`config.mk`:
```
export PLATFORM = sky130hd
export DESIGN_NAME = multicycle_ctrl_flat
export DESIGN_NICKNAME = d
export VERILOG_FILES = /design/src/rtl/multicycle_ctrl_if.sv /design/src/rtl/multicycle_ctrl.sv /design/src/flat_wrapper.sv
export SDC_FILE = /design/constraint.sdc
export NUM_CORES = 1
export LEC_CHECK = 0
export CORE_MARGIN = 4
export CORE_UTILIZATION = 52
export DETAILED_ROUTE_END_ITERATION = 8
export PLACE_DENSITY = 0.83
export SYNTH_ARGS = -nofsm -noshare
export SYNTH_HDL_FRONTEND = slang
export SYNTH_SLANG_ARGS = --single-unit
```
`constraint.sdc`:
```
create_clock -name clk -period 2.7 [get_ports clk]
set_clock_uncertainty 0.2 [all_clocks]
set_input_delay 0.675 -clock clk [delete_from_list [all_inputs] [get_ports clk]]
set_output_delay 0.675 -clock clk [all_outputs]
set_load 0.02 [all_outputs]
```
`src/rtl/multicycle_ctrl_if.sv`:
```
// Control/handshake bundle between the multicycle sequencer and the datapath/memory side.
// Memory handshake: mem_req is held high until the cycle mem_ready is seen; a transfer completes in the cycle both are high.
interface multicycle_ctrl_if #(
  parameter int CNT_W = 32
);
  logic             run;
  logic [5:0]       opcode;
  logic [5:0]       funct;
  logic             mem_ready;
  logic             mem_req;
  logic             memwrite;
  logic             ir_en;
  logic             pc_en;
  logic [2:0]       op;
  logic             alusrc;
  logic             regdst;
  logic             mem2reg;
  logic             regwrite;
  logic             busy;
  logic             halted;
  logic [1:0]       err;
  logic [CNT_W-1:0] retired;
  logic [2:0]       dbg_state;

  modport master (
    input  run, opcode, funct, mem_ready,
    output mem_req, memwrite, ir_en, pc_en, op, alusrc, regdst, mem2reg,
           regwrite, busy, halted, err, retired, dbg_state
  );

  modport slave (
    output run, opcode, funct, mem_ready,
    input  mem_req, memwrite, ir_en, pc_en, op, alusrc, regdst, mem2reg,
           regwrite, busy, halted, err, retired, dbg_state
  );
endinterface

```
`src/rtl/multicycle_ctrl.sv`:
```
// Multicycle MIPS-subset sequencer: one state per datapath phase, shared memory handshake,
// error halt on illegal instruction or memory timeout, retired-instruction counter.
module multicycle_ctrl #(
  parameter int MEM_TIMEOUT = 255,
  parameter int CNT_W       = 32
) (
  input  logic             clk,
  input  logic             rst,
  multicycle_ctrl_if.master bus
);

  typedef enum logic [2:0] {
    S_IDLE   = 3'd0,
    S_FETCH  = 3'd1,
    S_DECODE = 3'd2,
    S_EXEC   = 3'd3,
    S_MEM    = 3'd4,
    S_WB     = 3'd5,
    S_HALT   = 3'd6
  } state_t;

  localparam logic [5:0]  OPC_R    = 6'h00;
  localparam logic [5:0]  OPC_LW   = 6'h23;
  localparam logic [5:0]  OPC_SW   = 6'h2B;
  localparam logic [5:0]  OPC_ADDI = 6'h08;
  localparam logic [15:0] TMO_LAST = 16'(MEM_TIMEOUT - 1);

  state_t           state_q, state_d;
  logic [5:0]       opcode_q, opcode_d;
  logic [5:0]       funct_q, funct_d;
  logic [15:0]      tmo_q, tmo_d;
  logic [1:0]       err_q, err_d;
  logic [CNT_W-1:0] retired_q, retired_d;

  logic       mem_req_q, mem_req_d;
  logic       memwrite_q, memwrite_d;
  logic [2:0] op_q, op_d;
  logic       alusrc_q, alusrc_d;
  logic       regdst_q, regdst_d;
  logic       mem2reg_q, mem2reg_d;
  logic       regwrite_q, regwrite_d;
  logic       busy_q, busy_d;
  logic       halted_q, halted_d;
  logic       fetch_done;

  function automatic logic is_legal(input logic [5:0] opc, input logic [5:0] fn);
    logic ok;
    ok = 1'b0;
    case (opc)
      OPC_R:                    ok = (fn == 6'h20) || (fn == 6'h22) || (fn == 6'h24) ||
                                     (fn == 6'h25) || (fn == 6'h2A);
      OPC_LW, OPC_SW, OPC_ADDI: ok = 1'b1;
      default:                  ok = 1'b0;
    endcase
    return ok;
  endfunction

  function automatic logic [2:0] r_alu(input logic [5:0] fn);
    logic [2:0] a;
    case (fn)
      6'h22:   a = 3'b110;
      6'h24:   a = 3'b000;
      6'h25:   a = 3'b001;
      6'h2A:   a = 3'b111;
      default: a = 3'b010;
    endcase
    return a;
  endfunction

  assign fetch_done = (state_q == S_FETCH) && bus.mem_ready;

  // Next state, latched instruction fields, timeout counter, error and retire count.
  always_comb begin
    state_d   = state_q;
    opcode_d  = opcode_q;
    funct_d   = funct_q;
    tmo_d     = tmo_q;
    err_d     = err_q;
    retired_d = retired_q;
    case (state_q)
      S_IDLE: begin
        if (bus.run) begin
          state_d = S_FETCH;
          tmo_d   = '0;
        end
      end
      S_FETCH: begin
        if (bus.mem_ready) begin
          state_d = S_DECODE;
        end else if (tmo_q == TMO_LAST) begin
          state_d = S_HALT;
          err_d   = 2'b10;
        end else begin
          tmo_d = tmo_q + 16'd1;
        end
      end
      S_DECODE: begin
        opcode_d = bus.opcode;
        funct_d  = bus.funct;
        if (is_legal(bus.opcode, bus.funct)) begin
          state_d = S_EXEC;
        end else begin
          state_d = S_HALT;
          err_d   = 2'b01;
        end
      end
      S_EXEC: begin
        if ((opcode_q == OPC_LW) || (opcode_q == OPC_SW)) begin
          state_d = S_MEM;
          tmo_d   = '0;
        end else begin
          state_d = S_WB;
        end
      end
      S_MEM: begin
        if (bus.mem_ready) begin
          if (opcode_q == OPC_SW) begin
            retired_d = retired_q + CNT_W'(1);
            state_d   = bus.run ? S_FETCH : S_IDLE;
            tmo_d     = '0;
          end else begin
            state_d = S_WB;
          end
        end else if (tmo_q == TMO_LAST) begin
          state_d = S_HALT;
          err_d   = 2'b10;
        end else begin
          tmo_d = tmo_q + 16'd1;
        end
      end
      S_WB: begin
        retired_d = retired_q + CNT_W'(1);
        state_d   = bus.run ? S_FETCH : S_IDLE;
        tmo_d     = '0;
      end
      S_HALT:  state_d = S_HALT;
      default: state_d = S_IDLE;
    endcase
  end

  // Outputs for the state being entered, so they are registered alongside it.
  always_comb begin
    mem_req_d  = 1'b0;
    memwrite_d = 1'b0;
    op_d       = 3'b000;
    alusrc_d   = 1'b0;
    regdst_d   = 1'b0;
    mem2reg_d  = 1'b0;
    regwrite_d = 1'b0;
    busy_d     = (state_d != S_IDLE) && (state_d != S_HALT);
    halted_d   = (state_d == S_HALT);
    case (state_d)
      S_FETCH: mem_req_d = 1'b1;
      S_EXEC, S_WB: begin
        if (opcode_d == OPC_R) begin
          op_d     = r_alu(funct_d);
          regdst_d = 1'b1;
        end else begin
          op_d     = 3'b010;
          alusrc_d = 1'b1;
        end
        mem2reg_d  = (state_d == S_WB) && (opcode_d == OPC_LW);
        regwrite_d = (state_d == S_WB);
      end
      S_MEM: begin
        mem_req_d  = 1'b1;
        memwrite_d = (opcode_d == OPC_SW);
        op_d       = 3'b010;
        alusrc_d   = 1'b1;
      end
      default: ;
    endcase
  end

  always_ff @(posedge clk or negedge rst) begin
    if (!rst) begin
      state_q    <= S_IDLE;
      opcode_q   <= '0;
      funct_q    <= '0;
      tmo_q      <= '0;
      err_q      <= '0;
      retired_q  <= '0;
      mem_req_q  <= 1'b0;
      memwrite_q <= 1'b0;
      op_q       <= 3'b000;
      alusrc_q   <= 1'b0;
      regdst_q   <= 1'b0;
      mem2reg_q  <= 1'b0;
      regwrite_q <= 1'b0;
      busy_q     <= 1'b0;
      halted_q   <= 1'b0;
    end else begin
      state_q    <= state_d;
      opcode_q   <= opcode_d;
      funct_q    <= funct_d;
      tmo_q      <= tmo_d;
      err_q      <= err_d;
      retired_q  <= retired_d;
      mem_req_q  <= mem_req_d;
      memwrite_q <= memwrite_d;
      op_q       <= op_d;
      alusrc_q   <= alusrc_d;
      regdst_q   <= regdst_d;
      mem2reg_q  <= mem2reg_d;
      regwrite_q <= regwrite_d;
      busy_q     <= busy_d;
      halted_q   <= halted_d;
    end
  end

  assign bus.mem_req   = mem_req_q;
  assign bus.memwrite  = memwrite_q;
  assign bus.ir_en     = fetch_done;
  assign bus.pc_en     = fetch_done;
  assign bus.op        = op_q;
  assign bus.alusrc    = alusrc_q;
  assign bus.regdst    = regdst_q;
  assign bus.mem2reg   = mem2reg_q;
  assign bus.regwrite  = regwrite_q;
  assign bus.busy      = busy_q;
  assign bus.halted    = halted_q;
  assign bus.err       = err_q;
  assign bus.retired   = retired_q;
  assign bus.dbg_state = state_q;

endmodule
```
`src/flat_wrapper.sv`:
```
// flat-port wrapper written by rule: the top's interface ports become plain ports
module multicycle_ctrl_flat 
#(
  parameter int MEM_TIMEOUT = 255,
  parameter int CNT_W       = 32
)
  (clk, rst, bus_run, bus_opcode, bus_funct, bus_mem_ready, bus_mem_req, bus_memwrite, bus_ir_en, bus_pc_en, bus_op, bus_alusrc, bus_regdst, bus_mem2reg, bus_regwrite, bus_busy, bus_halted, bus_err, bus_retired, bus_dbg_state);
  multicycle_ctrl_if #(.CNT_W(CNT_W)) bus_i ();
  input  logic clk;
  input  logic rst;
  input wire logic [$bits(bus_i.run)-1:0] bus_run;
  input wire logic [$bits(bus_i.opcode)-1:0] bus_opcode;
  input wire logic [$bits(bus_i.funct)-1:0] bus_funct;
  input wire logic [$bits(bus_i.mem_ready)-1:0] bus_mem_ready;
  output wire logic [$bits(bus_i.mem_req)-1:0] bus_mem_req;
  output wire logic [$bits(bus_i.memwrite)-1:0] bus_memwrite;
  output wire logic [$bits(bus_i.ir_en)-1:0] bus_ir_en;
  output wire logic [$bits(bus_i.pc_en)-1:0] bus_pc_en;
  output wire logic [$bits(bus_i.op)-1:0] bus_op;
  output wire logic [$bits(bus_i.alusrc)-1:0] bus_alusrc;
  output wire logic [$bits(bus_i.regdst)-1:0] bus_regdst;
  output wire logic [$bits(bus_i.mem2reg)-1:0] bus_mem2reg;
  output wire logic [$bits(bus_i.regwrite)-1:0] bus_regwrite;
  output wire logic [$bits(bus_i.busy)-1:0] bus_busy;
  output wire logic [$bits(bus_i.halted)-1:0] bus_halted;
  output wire logic [$bits(bus_i.err)-1:0] bus_err;
  output wire logic [$bits(bus_i.retired)-1:0] bus_retired;
  output wire logic [$bits(bus_i.dbg_state)-1:0] bus_dbg_state;
  assign bus_i.run = bus_run;
  assign bus_i.opcode = bus_opcode;
  assign bus_i.funct = bus_funct;
  assign bus_i.mem_ready = bus_mem_ready;
  assign bus_mem_req = bus_i.mem_req;
  assign bus_memwrite = bus_i.memwrite;
  assign bus_ir_en = bus_i.ir_en;
  assign bus_pc_en = bus_i.pc_en;
  assign bus_op = bus_i.op;
  assign bus_alusrc = bus_i.alusrc;
  assign bus_regdst = bus_i.regdst;
  assign bus_mem2reg = bus_i.mem2reg;
  assign bus_regwrite = bus_i.regwrite;
  assign bus_busy = bus_i.busy;
  assign bus_halted = bus_i.halted;
  assign bus_err = bus_i.err;
  assign bus_retired = bus_i.retired;
  assign bus_dbg_state = bus_i.dbg_state;
  multicycle_ctrl #(.MEM_TIMEOUT(MEM_TIMEOUT), .CNT_W(CNT_W)) u_core (.clk(clk), .rst(rst), .bus(bus_i));
endmodule
```
==> results of run 1 <==
-- state kept, by name, summed over array words and instances, names as in the netlist --
signal / flops
u_core.bus.retired: 32
u_core.tmo_q: 16
u_core.funct_q: 6
u_core.opcode_q: 6
u_core.bus.dbg_state: 3
u_core.bus.op: 3
u_core.bus.err: 2
u_core.bus.alusrc: 1
u_core.bus.busy: 1
u_core.bus.halted: 1
u_core.bus.mem2reg: 1
u_core.bus.mem_req: 1
u_core.bus.memwrite: 1
u_core.bus.regdst: 1
u_core.bus.regwrite: 1
-- final cells by class --
| class | instances | share of cell area (%) |
|---|---|---|
| flip-flops and latches | 76 | 37.8 |
| multi-input cells | 262 | 35.5 |
| repair buffers | 110 | 19.8 |
| clock buffers | 9 | 2.46 |
| well taps | 96 | 2.39 |
| clock inverters | 6 | 1.29 |
| inverters | 10 | 0.746 |
-- routing by layer --
layer	part of all wire, %	vias up	GRT usage [%]
li1	-	1555	-
met1	44	1601	29.4
met2	51	72	37.5
met3	3.9	10	3.94
met4	1.4	0	7.20
met5	0	-	0
-- report_power, final --
part	leakage (µW)	switching, µW	internal [µW]
sequential	0.00101	202	1360
clock	0.0000955	422	423
combinational	0.00110	888	769
-- critical path, cell delays in order --
cell,delay (ps)
clkdlybuf4s50_1,510
nand2_1,90
nor2_1,120
dlygate4sd2_1,350
-- cell families (layout without fill, tap and decap cells) --
logic type / after synthesis / in the layout / synth area share, %
multiplexers: 11 / 11 / 3.23
adder cells (fa/ha/maj): 3 / 3 / 0.989
buffers and inverters: 29 / 135 / 3.20
AO/OA/AOI/OAI: 55 / 55 / 10.9
AND/OR/NAND/NOR: 161 / 161 / 24.2
XOR/XNOR: 32 / 32 / 7.38
flip-flops: 76 / 76 / 50.1
-- what timing repair did --
item                                    in CTS  in global routing
endpoints found under the setup margin       2                 16
buffers inserted                             0                  0
pin swaps                                    0                  1
resized for setup                            2                  3
-- cell usage after synthesis, types with 2 or more instances --
| cell | count | area, µm² |
|---|---|---|
| buf_2 | 7 | 35.0 |
| xnor2_1 | 26 | 228 |
| xor2_1 | 6 | 52.6 |
| o31a_1 | 2 | 17.5 |
| nor2b_1 | 5 | 31.3 |
| inv_1 | 9 | 33.8 |
| clkbuf_1 | 10 | 37.5 |
| nand3_1 | 26 | 130 |
| ha_1 | 3 | 37.5 |
| nor4_1 | 4 | 25.0 |
| mux2_2 | 10 | 113 |
| a31oi_1 | 5 | 31.3 |
| nor3b_1 | 3 | 22.5 |
| o211ai_1 | 13 | 97.6 |
| nor3b_2 | 2 | 25.0 |
| a211o_1 | 3 | 26.3 |
| and4_1 | 5 | 43.8 |
| and3_1 | 10 | 62.6 |
| and2_1 | 5 | 31.3 |
| or4b_1 | 2 | 20.0 |
| nand2b_1 | 2 | 12.5 |
| a21oi_1 | 4 | 20.0 |
| nand2_1 | 36 | 135 |
| o21a_1 | 2 | 15.0 |
| or4_1 | 13 | 97.6 |
| nor2_1 | 19 | 71.3 |
| o41ai_1 | 2 | 17.5 |
| nand4_1 | 14 | 87.6 |
| dfrtp_1 | 76 | 1900 |
| nor3_1 | 6 | 30.0 |
| o31ai_1 | 2 | 15.0 |
| o21ai_0 | 6 | 30.0 |
-- final timing paths --
| path | slack (ps) | to | depth (start not counted) | startpoint |
|---|---|---|---|---|
| setup / recovery | 70 | bus_ir_en | 4 | bus_mem_ready |
| hold / removal | 80 | u_core.bus.err[0]$_DFFE_PN0P_ | 1 | rst |
| setup reg to reg | 230 | u_core.bus.mem2reg$_DFF_PN0_ | 6 | u_core.tmo_q[11]$_DFFE_PN0P_ |
| hold reg to reg | 290 | u_core.bus.retired[13]$_DFFE_PN0P_ | 1 | u_core.bus.retired[13]$_DFFE_PN0P_ |
| max in group asynchronous | 1650 | u_core.bus.memwrite$_DFF_PN0_ | 2 | rst |
| min in group clk | 290 | u_core.bus.retired[13]$_DFFE_PN0P_ | 1 | u_core.bus.retired[13]$_DFFE_PN0P_ |
-- per-stage QoR --
stage | hold WS [ps] | TNS [ps] | instance area (µm²) | setup slack, ps | power, µW
floorplan | 179 | 0 | 3800 | 163 | 2500
global placement | 261 | -4110 | 4830 | -203 | 3160
detailed placement | 275 | -5410 | 4830 | -238 | 3210
CTS | 95.0 | 0 | 5020 | 60.1 | 4050
global route | 115 | 0 | 5030 | 6.36 | 4310
finish | 80.5 | 0 | 5030 | 69.7 | 4060
==> impl_results.md, run 1 <==
* Port bufs at 65
* Slew HR at 66.2%
* Core area at between 0.006 and 0.007 mm²
* Synthesis-to-finish area growth at 32.5%
* # rows at 30
* Clock root buffer: clkbuf_8
* Max-cap violations at 0
* Routed WL at around 9.1 mm
* CP max FO at 4
* Minimum clock period after layout at approximately 2600 ps
* Pre-antenna DRT Iters at 4
* Die ar. at around 0.0087 mm²
* Setup Viol. Count Final at 0
* Post-DP HPWL at between 6 and 7 mm
* Syn. warnings at 0
* Share of post-route cells with drive strength above 1 at between 15 and 20%
* Most common cell after layout, fill and taps aside: dfrtp_1
* Multi-input combinational cell area at ~0.0018 mm²
* Top_reg_cell synth: dfrtp_1
* Post-Synthesis Cells at about 370
* Vias/cell at 5.69
* Layout fillers at between 400 and 500
* Gp weighted congestion at ~0.85
* Cell area after synthesis at 0.00380 mm²
* Remaining Overflow, GRT at 0
* Vias in the first global route at around 3,200
* Slew Limit Fails at 0
* First-pass GRT wire length at around 15 mm
* DR WL/cell at between 15 and 20 µm
* Critical path required time at approximately 1800 ps
* Status: finished, final reports clean
* Post-Layout Cell Count at 569
* Worst setup path class: in2out
* DR DRC count at 0
* Worst Hold Class: in2async
* # nets final at 488
* Ant. Diodes at 0
* Flops & latches, synth at 76
* I/O pins at 66
* Syn nets at roughly 390
* CP Launch Type: input port
* WP data arrival at 1760 ps
* # H-tree levels at 3
* Starting Density at 54.7%
* Commonest non-fill, non-tap cells in the layout: dfrtp_1 (76), clkdlybuf4s50_1 (62), buf_4 (45)
* Post-synthesis sequential area ratio at around half
* Final Core Density at between 70 and 80%
* CTS tree: done
* RSZ-0062 raised after global routing: no
* Mean Syn Cell Area at 10.3 µm²
* Static leakage at between 0.002 and 0.0025 µW
* Clock-pin slew on the worst setup and hold paths at ~80 ps
* Register Area at between 0.0015 and 0.002 mm²
* Die width at roughly 93 µm
* Die H at roughly 93 µm
* Hold_buf cts at 0
* Total track usage at ~22%
* Dpl cells at roughly 550
* Longest Clk Path Bufs at 2
* F_max at 0.380 GHz
* Asr flop ratio synth at 100%
* Post-synthesis cell type count at between 60 and 70
* Final period util at 97.4%
* Pwr/cell area at 807 mW/mm²
* Worst skew pair latency at approximately 340 ps
* DRT iter0 DRCs at ~110
* Endpoints failing hold at 0
* Via count at roughly 3,200
* Measured slew at the worst slew-check pin at 500 ps
* Number of synthesized flops with an enable pin at 0
* Largest net degree at the start of global routing at 42
* Crit end category: primary output
* Detail Route Antenna Nets at 0
* CTS sink count at between 70 and 80
* Initial antenna violation count at 0
* Max IR drop VDD at 0.451 mV
* Num CTS Buffers at 9
Power figures use the tool's default switching activity.
==> inputs of run 2 (changes only) <==
==> constraint.sdc (replaced) <==
create_clock -name clk -period 2.7 [get_ports clk]
set_clock_uncertainty 0.2 [all_clocks]
set_input_delay 0.405 -clock clk [delete_from_list [all_inputs] [get_ports clk]]
set_output_delay 0.405 -clock clk [all_outputs]
set_load 0.02 [all_outputs]
==> run 2 against run 1 <==
Against the previous run: cell area is 3.0% lower; combinational power is 8% lower; clock power is 11% higher; hold slack better by 210 ps; power is 0.40% lower; count of clock-buffer cells in the layout is 2 higher; cell count is 4.2% lower; sequential power hardly changed; flip-flop and latch count stayed put; global-route usage is 1.3 points lower; sequential share of layout area is 1.2 points higher; fmax is 1.7% higher; critical endpoint is now u_core.bus.memwrite$_DFF_PN0_.
==> impl_results.md, run 2 (synthesis gave the netlist of run 1 again) <==
* Max-cap violations at 0
* DR WL/cell at around 16 µm
* Vias in the first global route at 3,083
* Final Core Density at between 70% and 80%
* Setup Viol. Count Final at 0
* Dpl cells at between 500 and 600
* Slew Limit Fails at 0
* Minimum clock period after layout at approximately 2600 ps
* DP Area at approximately 0.0046 mm²
* Multi-input combinational cell area at ~0.0018 mm²
* I/O pins at 66
* # nets final at ~460
* Port bufs at between 60 and 70
* F_max at around 0.39 GHz
* Clock root buffer: clkbuf_8
* Ant. Diodes at 0
* Worst skew pair latency at 340 ps
* Power share of the sequential group at roughly two fifths
* P_sw at between 1000 and 1500 µW
* Clock power frac at 23.3%
* Die H at around 93 µm
* CP max FO at 6
* DRT iter0 DRCs at around 170
* # H-tree levels at 3
* Gp weighted congestion at 0.826
* Starting Density at 54.7%
* Slew HR at between 60 and 70%
* CTS tree: done
* Post-DP HPWL at approximately 6.1 mm
* Share of post-route cells with drive strength above 1 at about 12%
* Pre-CTS setup slack at -9.72 ps
* Total track usage at a little over a fifth
* Comb pwr share at a little under two fifths
* Post-route cell area at about 0.005 mm²
* Final WS setup at about 110 ps
* Switching Fraction at ~36%
* Total internal power at around 2600 µW
* Detail Route Antenna Nets at 0
* Longest Clk Path Bufs at 2
* First-pass GRT wire length at ~15 mm
* Num CTS Buffers at 9
* Synthesis-to-finish area growth at 28.6%
* Die width at 93.4 µm
* WP data arrival at roughly 2700 ps
* Max reg flops at 32
* Final period util at 95.8%
* Endpoints failing hold at 0
* Static leakage at approximately 0.0021 µW
* Worst Hold Class: reg2reg
* Routed WL at 8.52 mm
* DR DRC count at 0
* Layout fillers at around 520
* Pre-antenna DRT Iters at 4
* # rows at 30
* Commonest non-fill, non-tap cells in the layout: dfrtp_1 (76), clkdlybuf4s50_1 (64), nand2_1 (36)
* Die ar. at slightly below 0.009 mm²
* Pwr/cell area at ~830 mW/mm²
* Remaining Overflow, GRT at 0
* Crit end category: flop
* Initial antenna violation count at 0
* Most common cell after layout, fill and taps aside: dfrtp_1
* Via count at around 3,200
* Critical path required time at around 2800 ps
* Register Area at about 0.0019 mm²
* Clock-pin slew on the worst setup and hold paths at 80 ps
* Measured slew at the worst slew-check pin at 587 ps
* Core area at 0.00694 mm²
* CTS sink count at 76
* Largest net degree at the start of global routing at 48
* Worst setup path class: reg2reg
* Status: finished, final reports clean
* Vias/cell at between 5 and 6
* CP Launch Type: flop
* Max IR drop VDD at approximately 0.56 mV
* Post-Layout Cell Count at approximately 550
==> run 2: cell types whose count changed in the layout (fill, tap and decap cells not counted), sizes merged <==
cell,delta
dlygate4sd2,-2
clkinvlp,-1
clkinv,-1
dlygate4sd3,+1
clkbuf,+2
inv,-1
bufinv,+1
buf,-25
clkdlybuf4s50,+2
==> run 2: path summary, 6_finish.rpt <==
kind | startpoint | slack, ps | depth (start not counted) | endpoint
max reg2reg | u_core.tmo_q[0]$_DFFE_PN0P_ | 110 | 8 | u_core.bus.memwrite$_DFF_PN0_
min in group asynchronous | rst | 400 | 2 | u_core.opcode_q[2]$_DFF_PN0_
min | u_core.bus.retired[31]$_DFFE_PN0P_ | 290 | 1 | u_core.bus.retired[31]$_DFFE_PN0P_
max | u_core.tmo_q[0]$_DFFE_PN0P_ | 110 | 8 | u_core.bus.memwrite$_DFF_PN0_
max in group asynchronous | rst | 1310 | 3 | u_core.tmo_q[15]$_DFFE_PN0P_
min reg2reg | u_core.bus.retired[31]$_DFFE_PN0P_ | 290 | 1 | u_core.bus.retired[31]$_DFFE_PN0P_
==> run 2: power by group through the flow <==
stage | clock [µW] | combinational, µW | sequential (µW)
floorplan | 0 | 852 | 1650
global placement | 0 | 1470 | 1580
detailed placement | 0 | 1500 | 1590
CTS | 960 | 1520 | 1580
global route | 1020 | 1660 | 1620
finish | 941 | 1530 | 1580
==> run 2: critical path: stages, from the launching register on <==
cell	delay, ps
dfrtp_1	380
inv_1	80
ha_1	160
and4b_1	200
nand4_2	190
a2111o_1	440
o211ai_2	160
or4b_4	520
nor3b_2	170
==> run 2: metal layers <==
| metal | up-vias | wire [µm] | GRT usage, % |
|---|---|---|---|
| met5 | - | 0 | 0 |
| met4 | 0 | 183 | 8.67 |
| met3 | 16 | 464 | 4.83 |
| met2 | 106 | 4270 | 35.0 |
| met1 | 1554 | 3600 | 26.5 |
| li1 | 1503 | - | - |
==> run 2: area by class of cell <==
class | count | area share [%]
tap | 96 | 2.46
sequential | 76 | 39.0
inverter | 10 | 0.769
multi-input combinational | 262 | 36.6
clock inverter | 4 | 1.51
timing repair buffer | 86 | 16.8
clock buffer | 11 | 2.90
==> run 2: metrics by stage <==
stage	hold WS [ps]	power, µW	TNS (ps)
final	290	4050	0
after global routing	315	4300	-8.30
after CTS	289	4060	0
after detailed placement	247	3090	-9.72
after global placement	245	3050	0
after floorplan	-90.6	2500	0
==> run 2: what timing repair did <==
item,4_1_cts,5_1_grt
gates resized for setup,0,3
hold buffers,1,0
hold endpoints to repair,46,0
buffers inserted,0,1
setup endpoints to repair,0,2
==> RTL change, RTL diff (settings of run 1) <==
`CNT_W` is set to 32 in 3 places; all go to 16.
--- a/src/rtl/multicycle_ctrl_if.sv
+++ b/src/rtl/multicycle_ctrl_if.sv
@@ -1,7 +1,7 @@
 // Control/handshake bundle between the multicycle sequencer and the datapath/memory side.
 // Memory handshake: mem_req is held high until the cycle mem_ready is seen; a transfer completes in the cycle both are high.
 interface multicycle_ctrl_if #(
-  parameter int CNT_W = 32
+  parameter int CNT_W = 16
 );
   logic             run;
   logic [5:0]       opcode;
--- a/src/rtl/multicycle_ctrl.sv
+++ b/src/rtl/multicycle_ctrl.sv
@@ -2,7 +2,7 @@
 // error halt on illegal instruction or memory timeout, retired-instruction counter.
 module multicycle_ctrl #(
   parameter int MEM_TIMEOUT = 255,
-  parameter int CNT_W       = 32
+  parameter int CNT_W       = 16
 ) (
   input  logic             clk,
   input  logic             rst,
--- a/src/flat_wrapper.sv
+++ b/src/flat_wrapper.sv
@@ -2,7 +2,7 @@
 module multicycle_ctrl_flat 
 #(
   parameter int MEM_TIMEOUT = 255,
-  parameter int CNT_W       = 32
+  parameter int CNT_W       = 16
 )
   (clk, rst, bus_run, bus_opcode, bus_funct, bus_mem_ready, bus_mem_req, bus_memwrite, bus_ir_en, bus_pc_en, bus_op, bus_alusrc, bus_regdst, bus_mem2reg, bus_regwrite, bus_busy, bus_halted, bus_err, bus_retired, bus_dbg_state);
   multicycle_ctrl_if #(.CNT_W(CNT_W)) bus_i ();
Interface: changed (resized bus_retired); port bits go from 66 to 50. No check against the original RTL was run, so the function may have changed too.
==> RTL change against run 1 <==
Non-clock buffer count fell by 20; via count fell by 9.3%; die area fell by 15%; sequential cell count fell by 16; routed wire length fell by 11%; critical path depth fell by 1; design area fell by 15%; total power rose by 11%; worst setup slack got worse by 0.036 ns; count of clock-buffer cells in the layout rose by 3; area after synthesis fell by 17%; critical path type unchanged; highest routed layer unchanged.
==> RTL change: results <==
group,metric,value,unit
synth,synth_common_cells,"dfrtp_1 (60), nand2_1 (49), nor2_1 (29), nand3_1 (18), inv_1 (16)",
routing,drtIter0Drc,153,
critical_path,worstPathMaxFanout,3,
placed_design,dp_cells,491,
clock_network,clk_pin_slew,0.07,ns
synth,synth-adder-area-share,0.0119,
routing,wl_per_cell,15.9,µm
synth,synth.area.top_cells,"dfrtp_1 (47%), nand2_1 (5.8%), nor2_1 (3.4%), nand3_1 (2.8%), xnor2_1 (2.8%)",
synth,yosysUniqueCellTypes,59,
finish,drive_above_1_share,0.179,
pwr,clk-power,0.000716,W
grt,grt_use_met2,0.365,
synth,synthMuxAreaShare,0.0241,
synth,synth_cells,341,
synth,synth-xor-area-share,0.0443,
placed_design,io_buffers,49,
synth,yosysSeqAreaShare,0.474,
placed_design,place_congestion,0.858,
clock_network,post_cts_buffers,1,
critical_path,reg2reg_depth,10,
routing,wl_met3,490,µm
pwr,p_int,0.00267,W
clock_network,post_cts_resized,38,
pwr,combPwrFrac,0.537,
placed_design,place_area,4010,µm²
routing,avgViaCountPerCell,5.76,
grt,grt_max_degree,61,
critical_path,rrSetupSlack,0.15,ns
routing,dr_total_vias,2936,
grt,use_met3,0.0451,
grt,grt_usage,0.237,
routing,route.met2.wl,3910,µm
grt,grtUsageMet1,0.329,
pwr,powerComb,0.00243,W
critical_path,r2r-start,"u_core.tmo_q[0]",
sta,relSlewSlack,0.723,
routing,wl_met1,3610,µm
critical_path,endpoint,"bus_pc_en",
critical_path,crit_arrival,1.79,ns
pwr,irDropWorstVdd,0.641,mV
grt,grt_pass1_wl,13900,µm
synth,synth_compound_area_frac,0.146,
placed_design,place_hpwl,5680,µm
synth,synth_nets,360,
critical_path,r2r-end,"u_core.tmo_q[15]",
finish,layout.nets,449,
run_status,outcome,"finished clean",
pwr,p_leak,1.87,nW
## RTL change: cell families (layout without fill, tap and decap cells)
group / after synthesis / count (layout)
flops: 60 / 60
compound gates: 66 / 66
mux: 7 / 7
simple gates: 161 / 161
xor+xnor: 16 / 16
buf+inv: 28 / 122
fa+ha+maj: 3 / 3
## RTL change: layout make-up
cell class	count	area [µm²]
inverters	16	60.1
clock buffers	12	145
well taps	75	93.8
multi-input cells	253	1610
flip-flops and latches	60	1500
fillers	423	1650
repair buffers	90	836
clock inverters	4	25.0
## RTL change: worst max-delay path, stage by stage
cell and delay, ns:
clkdlybuf4s50_1 0.53, and3_1 0.24, dlygate4sd2_1 0.35
## RTL change: stage by stage
stage               setup WS (ns)   util  hold WS (ns)
detailed placement         -0.606  0.677         0.256
global placement           -0.577  0.677         0.253
finish                     0.0334  0.722         0.124
global route             -0.00531  0.722         0.152
floorplan                 -0.0268      -         0.179
CTS                       -0.0617  0.716         0.140
